$ cat src/rtl/uart_rx_fifo.sv
`default_nettype none
// ============================================================================
// Module  : uart_rx_fifo
// Brief   : First-word-fall-through receive byte buffer with sticky overrun flag.
// Revision: 1.0 - initial release
// ============================================================================
module uart_rx_fifo #(
    parameter int DATA_W = 8,
    parameter int DEPTH  = 16,
    parameter int ADDR_W = $clog2(DEPTH)
) (
    input  logic              clk,
    input  logic              rst_n,
    input  logic              wr_en,
    input  logic [DATA_W-1:0] wr_data,
    output logic              rd_valid,
    output logic [DATA_W-1:0] rd_data,
    input  logic              rd_ready,
    output logic [ADDR_W:0]   count,
    output logic              full,
    output logic              empty,
    output logic              overflow,
    input  logic              ovf_clr
);

    logic [DATA_W-1:0] r_mem [DEPTH];
    logic [ADDR_W:0]   r_wr_ptr;
    logic [ADDR_W:0]   r_rd_ptr;
    logic              r_overflow;

    logic w_full;
    logic w_empty;
    logic w_pop;
    logic w_push;
    logic w_drop;

    // Extra pointer MSB distinguishes a full buffer from an empty one.
    assign w_empty = (r_wr_ptr == r_rd_ptr);
    assign w_full  = (r_wr_ptr[ADDR_W] != r_rd_ptr[ADDR_W]) &&
                     (r_wr_ptr[ADDR_W-1:0] == r_rd_ptr[ADDR_W-1:0]);

    // A pop in the same cycle frees a slot, so a write while full still lands.
    assign w_pop  = !w_empty && rd_ready;
    assign w_push = wr_en && (!w_full || w_pop);
    assign w_drop = wr_en && w_full && !w_pop;

    always_ff @(posedge clk or negedge rst_n) begin
        if (!rst_n) begin
            r_wr_ptr   <= '0;
            r_rd_ptr   <= '0;
            r_overflow <= 1'b0;
        end else begin
            if (w_push) begin
                r_wr_ptr <= r_wr_ptr + 1'b1;
            end
            if (w_pop) begin
                r_rd_ptr <= r_rd_ptr + 1'b1;
            end
            if (w_drop) begin
                r_overflow <= 1'b1;
            end else if (ovf_clr) begin
                r_overflow <= 1'b0;
            end
        end
    end

    always_ff @(posedge clk) begin
        if (w_push) begin
            r_mem[r_wr_ptr[ADDR_W-1:0]] <= wr_data;
        end
    end

    assign rd_data  = r_mem[r_rd_ptr[ADDR_W-1:0]];
    assign rd_valid = !w_empty;
    assign empty    = w_empty;
    assign full     = w_full;
    assign count    = r_wr_ptr - r_rd_ptr;
    assign overflow = r_overflow;

endmodule
`default_nettype wire
$ cat config.mk
export PLATFORM = sky130hd
export DESIGN_NAME = uart_rx_fifo
export DESIGN_NICKNAME = d
export VERILOG_FILES = /design/src/rtl/uart_rx_fifo.sv
export SDC_FILE = /design/constraint.sdc
export NUM_CORES = 1
export LEC_CHECK = 0
export ABC_AREA = 1
export CAP_MARGIN = 40
export CORE_MARGIN = 8
export CORE_UTILIZATION = 45
export DETAILED_ROUTE_END_ITERATION = 8
export RECOVER_POWER = 100
export SYNTH_ARGS = -nofsm -noshare
export SYNTH_HDL_FRONTEND = slang
export SYNTH_SLANG_ARGS = --single-unit
$ cat constraint.sdc
create_clock -name clk -period 2.6 [get_ports clk]
set_input_delay 0.52 -clock clk [delete_from_list [all_inputs] [get_ports clk]]
set_output_delay 0.52 -clock clk [all_outputs]
set_load 0.05 [all_outputs]
# Word level (Yosys, flattened, before mapping)
# Memory sizes are Yosys's and may differ from the RTL's.
# Index checks and enable logic that the tools add are counted.
[totals]
register_bits = 11
mem_bits_rw = 128
input_bits = 13
output_inout_bits = 17
wordCells = 24
memories = 1
[mem_list]
columns = ["name", "words", "word_bits", "rd", "rd_clocked_by_memory_dff", "write_ports", "line_no", "source"]
rows = [
  ["r_mem", 16, 8, 1, 0, 1, "26", "logic [DATA_W-1:0] r_mem [DEPTH];"],
]
[op_classes]
add_sub_neg = 3
eq_ne = 3
n_mux = 4
reduce_logical = 10
[ops]
columns = ["op", "count"]
rows = [
  ["5-bit by 1-bit adder with 5-bit output (second input constant)", 2],
  ["5-bit equality test", 1],
  ["1-bit logical AND", 5],
  ["5-bit subtractor", 1],
  ["4-bit equality test", 1],
  ["1-bit 2-to-1 mux", 4],
  ["1-bit logical NOT", 3],
  ["2-bit nonzero test", 1],
  ["1-bit logical OR", 1],
  ["1-bit != test", 1],
]

# Logic depth before layout (Yosys ltp)
# Gate-level depths: netlist of run 1.
[depth]
word_depth = 7
depth_mapped = 12
mapped_depth_nobuf = 10

# Least setup slack after synthesis of run 1
# Ideal clock, no wire load.
[synth_timing]
path_kind = "reg2out"
start = "reg r_rd_ptr[1]"
end = "out full"
arrival_time_ps = 2239
slack_ps = -159
stages_incl_launch_ff = 7
path_buffers = 2
path_cell_list = "dfrtp_1 -> buf_2 -> inv_2 -> buf_2 -> ha_1 -> nand2_1 -> nor3_1"
[synth_between]
elab_chain_cells = 2
[synth_lines]
columns = ["element", "line_no", "source"]
rows = [
  ["from (decl)", "28", "logic [ADDR_W:0] r_rd_ptr;"],
  ["from (signal assigned)", "57", "r_rd_ptr <= r_rd_ptr + 1'b1;"],
  ["4-bit equality test", "40", "(r_wr_ptr[ADDR_W-1:0] == r_rd_ptr[ADDR_W-1:0]);"],
  ["1-bit logical AND", "39", "assign w_full = (r_wr_ptr[ADDR_W] != r_rd_ptr[ADDR_W]) &&"],
  ["to (decl)", "20", "output logic full,"],
]
# Every way passes these cells.

# Final worst setup path of run 1
[layout_timing]
start = "reg r_wr_ptr[0]"
end = "out count[4]"
[layout_between]
elab_chain_cells = 1
[layout_lines]
columns = ["element", "line_no", "source"]
rows = [
  ["from (decl)", "27", "logic [ADDR_W:0] r_wr_ptr;"],
  ["from (signal assigned)", "54", "r_wr_ptr <= r_wr_ptr + 1'b1;"],
  ["5-bit subtractor", "77", "assign count = r_wr_ptr - r_rd_ptr;"],
  ["to (decl)", "19", "output logic [ADDR_W:0] count,"],
]
# Every way passes these cells.

==> metrics.md, run 1 <==
| Metric | Value |
|---|---|
| Static Leakage | 0.00350 uW |
| Fillers | about 1,300 |
| Worst slew margin | 0.392 |
| Sw Ratio | 0.420 |
| Fin. Hold Viols | 0 |
| Syn Inst Count | around 680 |
| Req. time, crit path | 2080 ps |
| # nets final | 754 |
| Post-Place Cells | 895 |
| First-pass GRT wire length | 23.4 mm |
| Clk_lat worst skew | 410 ps |
| Synthesized area per cell | 9.53 um2 |
| Yosys top cell area share | 0.592 |
| Flop pwr share | 0.290 |
| Post-CTS Hold Buffers | 0 |
| Drt first pass iters | 5 |
| Largest net degree at the start of global routing | 50 |
| Clock power frac | 0.222 |
| Post-synth ARST share | 0.0791 |
| # DRC | 0 |
| Cell-internal power | 5610 uW |
| I/O Buffers | 29 |
| Placer congestion estimate | 0.788 |
| Initial core utilization | 0.453 |
| Critical Path Source Type | flop |
| Routed wl met2 | 6.95 mm |
| Clk slew on worst S/H paths | approximately 60 ps |
| Outcome | finished clean |
| Tcrit/Tclk final | 0.959 |
| Synth Register Bits | 139 |
| Chip Height | 136 um |
| Total track usage | 0.169 |
| Highest metal used | met4 |
| Clk_skew | 10.2 ps |
| Total Wirelength | 14.7 mm |
| Final setup margin | 108 ps |
| Area contributors post-synth | edfxtp_1 (59%), nand2_1 (14%), inv_1 (7.7%) |
| TritonCTS Sinks | 139 |
| Die width | 136 um |
| WL met3 | slightly below 800 um |
| GRT overflow | 0 |
| Ant diodes | 0 |
| Net Switching | 4070 uW |
| Met1 wire length | roughly 6.7 mm |
| Critical-path maximum fanout | 4 |
| WP data arrival | 1970 ps |
| Htree depth | 4 |
| Critical Path End Type | output port |
| RSZ-0062 raised after global routing | true |
| CTS tree | done |
| Root buffer cell | clkbuf_16 |
| FMAX | ~400 MHz |
| Max Cap Violations | 0 |
| Net count after synthesis | between 700 and 800 |
| Post-place setup slack | 344 ps |
| Vias/cell | 4.84 |
| Register area share after synthesis | 0.635 |
| Antenna Nets Post-Route | 0 |
| Multi-input logic area | 1740 um2 |
| Commonest cells post-synth | nand2_1 (236), inv_1 (133), edfxtp_1 (128) |
| Initial antenna violation count | 0 |
| FF+latch area | roughly 4100 um2 |
| Number of global-route vias before repair | 4,379 |
| I/O pin cnt | 30 |
| Final worst path period need | 2490 ps |
| Combinational power share | 0.488 |
| Slew Viols, Final | 0 |
| PwrDens | 1250 nW/um2 |
| Area Growth Syn to Fin | 18.9% |
| Core Region | approximately 14,000 um2 |
| Syn Std Cell Area | 6490 um2 |
| HP Class | in -> async |
| Worst vdd ir | 1550 uV |
| CTS buffer count | 17 |
| Number of synthesis warnings | 0 |
| Top-count cell post-synth | nand2_1 |
| Post-synth cell types | 23 |
| Placement Rows | 44 |
| Post-synth EDFFs | 128 |
| CP Class | reg -> out |
| Die area | 18,500 um2 |
| Synth Flop Type | edfxtp_1 |
| Average wire per standard cell | approximately 16 um |
| Final Core Density | 0.539 |
| Vias | 4,491 |
| Detailed placement HPWL | 9.27 mm |
| Drt initial violations | 345 |
| Worst-case clock buffer depth | 2 |
| Least-Margin Pin Slew | between 900 and 1000 ps |
| Cell taking the most area after synthesis | edfxtp_1 |
| # setup viols final | 0 |
| Final Non-Filler Cells | 928 |
| Share of cells above drive strength 1 | 0.112 |
area by class of cell:
class,count,area share
timing repair buffer,57,0.0743
clock inverter,3,0.00195
multi-input combinational,378,0.226
inverter,138,0.0680
clock buffer,29,0.0662
sequential,139,0.534
tap,184,0.0298
worst paths after layout:
kind	slack (ps)	depth (start not counted)	startpoint	to
min	530	1	rst_n	r_rd_ptr[2]
min reg2reg	530	2	overflow	overflow
max	110	8	r_wr_ptr[0]	count[4]
max reg2reg	510	8	r_rd_ptr[2]	r_mem[10][6]
max in group asynchronous	1680	1	rst_n	r_rd_ptr[0]
min in group clk	530	2	overflow	overflow
through the flow:
| stage | TNS (ps) | power (uW) | instance area (um2) | hold slack, ps |
|---|---|---|---|---|
| 6_report | 0 | 9680 | 7710 | 530 |
| 5_1_grt | -33.6 | 10200 | 7710 | 556 |
| 2_1_floorplan | 0 | 5820 | 6490 | 224 |
| 4_1_cts | 0 | 9690 | 7680 | 476 |
| 3_5_place_dp | 0 | 7490 | 7140 | 523 |
| 3_3_place_gp | 0 | 7440 | 7140 | 515 |
per-layer routing:
metal / global-route usage / vias up
li1: - / 2231
met1: 0.223 / 2129
met2: 0.263 / 116
met3: 0.0429 / 15
met4: 0.0641 / 0
met5: 0 / -
cell usage in the layout, fill, tap and decap left out, drive strengths merged, types with 8 or more instances in the layout:
cell type	count
nand2	239
inv	137
edfxtp	128
nand3	92
buf	42
clkbuf	30
nor2	21
dfrtp	11
ha	9
dlygate4sd3	9
xor2	8
what timing repair did:
action,4_1_cts,5_1_grt
pin swaps,0,0
gates resized for setup,2,9
setup endpoints to repair,2,12
setup buffers,1,0
cells by family (layout without fill, tap and decap cells):
kind of cell	Yosys count	in the layout	share of synthesized area
simple gates	354	354	0.228
buf+inv	164	227	0.101
flops	139	139	0.635
fa+ha+maj	10	10	0.0204
xor+xnor	8	8	0.0108
compound gates	6	6	0.00463
power by group through the flow:
| stage | logic, uW | registers, uW | clock network [uW] |
|---|---|---|---|
| floorplan | 3010 | 2810 | 0 |
| global placement | 4600 | 2840 | 0 |
| detailed placement | 4640 | 2850 | 0 |
| CTS | 4710 | 2810 | 2170 |
| global route | 5120 | 2840 | 2270 |
| finish | 4720 | 2810 | 2150 |
critical path, stage by stage (launching register included):
cell and delay [ps]:
dfrtp_1 390, inv_2 90, ha_1 150, inv_1 60, fa_2 350, nand3_1 90, nand2_1 80, xor2_2 190
buf_12 160
sequential cells by signal (all words and copies together), names as in the netlist:
name	cells
r_rd_ptr	5
overflow	1
r_mem	128
r_wr_ptr	5
No activity file was read; power rests on OpenSTA's default activity.
==> run 2, diff against run 1 <==
Clock period 2.6 ns to 2.95 ns, I/O delays scaled along.
==> run 2 against run 1 <==
Compared with the run above: power is 17% lower; routed wire length is 0.62% higher; sequential cell count is the same; setup slack gained 36 ps; utilization down 1.7 points; register-to-register slack got worse by 210 ps; critical endpoint is now count[0]; count of clock-buffer cells in the layout down 10; combinational power down 20%; cell count shrank 0.54%; clock skew decreased by 4.2 ps; via count grew 0.82%; largest power group unchanged; die area stayed put.
==> metrics.md, run 2 (same netlist as run 1, synthesis figures left out) <==
| Metric | Value |
|---|---|
| Total track usage | 0.170 (+0.00132) |
| I/O Buffers | 29 (unchanged) |
| Area Growth Syn to Fin | 15.1% |
| Clk_lat worst skew | 410 ps (about the same) |
| Final Core Density | 0.522 (-0.0173) |
| Initial core utilization | 0.453 (unchanged) |
| GRT overflow | 0 (unchanged) |
| Cell-internal power | 4490 uW (-20%) |
| Worst-case clock buffer depth | 2 (unchanged) |
| FF+latch area | 4120 um2 (unchanged) |
| RSZ-0062 raised after global routing | false |
| Total Wirelength | 14.8 mm (+0.62%) |
| PwrDens | 1080 nW/um2 (-14%) |
| Antenna Nets Post-Route | 0 (unchanged) |
| Placed cell area | 7110 um2 (-0.49%) |
| Max Cap Violations | 0 (unchanged) |
| Flop pwr share | 0.308 (+0.018) |
| Postcts setup bufs | 0 (-1) |
| CP bufs+invs | 3 (unchanged) |
| CP Class | reg -> out |
| Final worst path period need | approximately 2800 ps |
| FMAX | 356 MHz |
| WP data arrival | 2220 ps (+250 ps) |
| Worst vdd ir | 1880 uV (+22%) |
| Most frequent cells in the layout | nand2_1 (238), inv_1 (134), edfxtp_1 (128), nand3_1 (92), clkbuf_2 (23) |
| Setup tns final | 0 ps (unchanged) |
| Core Region | 14,300 um2 (unchanged) |
| HP Class | reg -> reg |
| Vias | 4,528 (+0.82%) |
| Placement Rows | 44 (unchanged) |
| Combinational power share | 0.471 (-0.017) |
| Fin. Hold Viols | 0 (unchanged) |
| Chip Height | 136 um (unchanged) |
| I/O pin cnt | 30 (unchanged) |
| Largest net degree at the start of global routing | 67 (+34%) |
| Drt initial violations | 357 (+3.5%) |
| Max reg flops | 128 (unchanged) |
| # DRC | 0 (unchanged) |
| Slew Viols, Final | 0 (unchanged) |
| Ant diodes | 0 (unchanged) |
| Commonest non-fill, non-tap cell in the layout | nand2_1 |
| Number of global-route vias before repair | 4,273 (-2.4%) |
| Average wire per standard cell | 16.1 um (+1.2%) |
| Worst path slowest cell | dlygate4sd3_1 |
| Static Leakage | 0.00342 uW (-2.1%) |
| Initial antenna violation count | 0 (unchanged) |
| Slowest stage delay, CP | 880 ps (+490 ps) |
| Post-Layout Inst Area | 7470 um2 (-3.2%) |
| # nets final | 749 (-0.66%) |
| Vias/cell | 4.91 (+1.4%) |
| Critical Path End Type | output port |
| Detailed placement HPWL | 9.21 mm (-0.67%) |
| Root buffer cell | clkbuf_16 |
| Placer congestion estimate | 0.776 (-1.5%) |
| CP delay by family, top | buffers and inverters |
| Share of cells above drive strength 1 | 0.0907 (-0.0209) |
| Outcome | finished clean |
| Drt first pass iters | 6 (+1) |
| Multi-input logic area | 1690 um2 (-2.7%) |
| Worst slew margin | 0.535 (+0.144) |
| CTS buffer count | 17 (unchanged) |
| Fillers | 1,331 (+4.9%) |
| Critical-path maximum fanout | 5 (+1) |
| Least-Margin Pin Slew | 695 ps (-218 ps) |
| Clock power frac | 0.220 (-0.002) |
| Most frequent CP cell | inv_1 |
| Clk_skew | 6.07 ps (-4.16 ps) |
| TritonCTS Sinks | 139 (unchanged) |
| Clk slew on worst S/H paths | 50 ps (about the same) |
| Tightest hold margin | 527 ps (-3.67 ps) |
| # setup viols final | 0 (unchanged) |
| Die width | 136 um (unchanged) |
| Tcrit/Tclk final | 0.951 |
| Net Switching | 3530 uW (-13%) |
| Die area | 18,500 um2 (unchanged) |
| Crit-path cells | inv_1 -> ha_1 -> inv_1 -> dlygate4sd3_1 |
| Critical Path Source Type | flop |
| Sw Ratio | 0.440 (+0.0197) |
| CTS tree | done |
| First-pass GRT wire length | 23.3 mm (-0.53%) |
| Req. time, crit path | 2360 ps (+280 ps) |
| Htree depth | 4 (unchanged) |
run 2: power by group through the flow:
| stage | sequential (uW) | clock (uW) | combinational, uW |
|---|---|---|---|
| floorplan | 2480 | 0 | 2640 |
| global placement | 2500 | 0 | 4060 |
| detailed placement | 2510 | 0 | 4100 |
| CTS | 2470 | 1790 | 4130 |
| global route | 2500 | 1880 | 4140 |
| finish | 2480 | 1770 | 3780 |
run 2: path summary, 6_finish.rpt:
path	from	end	slack [ps]	cells after the start
max	r_wr_ptr[0]	count[0]	140	4
min in group asynchronous	rst_n	overflow	590	1
max reg2reg	r_wr_ptr[2]	r_mem[1][2]	300	7
max in group asynchronous	rst_n	r_rd_ptr[0]	1980	1
min reg2reg	overflow	overflow	530	2
min	overflow	overflow	530	2
run 2: repair_timing:
item	CTS	global route
setup endpoints to repair	0	6
resized for setup	0	5
hold buffers	0	0
run 2: final cells by class:
cell class / count / share of cell area
flip-flops and latches: 139 / 0.552
multi-input cells: 378 / 0.227
inverters: 138 / 0.0697
clock buffers: 19 / 0.0580
repair buffers: 52 / 0.0548
well taps: 184 / 0.0308
clock inverters: 13 / 0.00804
run 2: metrics by stage:
stage / setup WS, ps / power (uW) / std cells
after floorplan: 121 / 5120 / 681
after global placement: 546 / 6560 / 891
after detailed placement: 546 / 6610 / 891
after CTS: 65.8 / 8390 / 923
after global routing: 33.6 / 8510 / 923
final: 144 / 8030 / 923
run 2: routing by layer:
metal,GRT usage,vias to the layer above,part of all wire
met2,0.264,142,0.47
met1,0.224,2145,0.44
met5,0,-,0
met3,0.0462,15,0.074
met4,0.0653,0,0.014
li1,-,2226,-
run 2: worst reg2reg max path, delay by kind of cell (launching register included):
kind	cells	cell delay [ps]
buf+inv	1	280
fa+ha+maj	1	450
flops	1	480
simple gates	5	1150
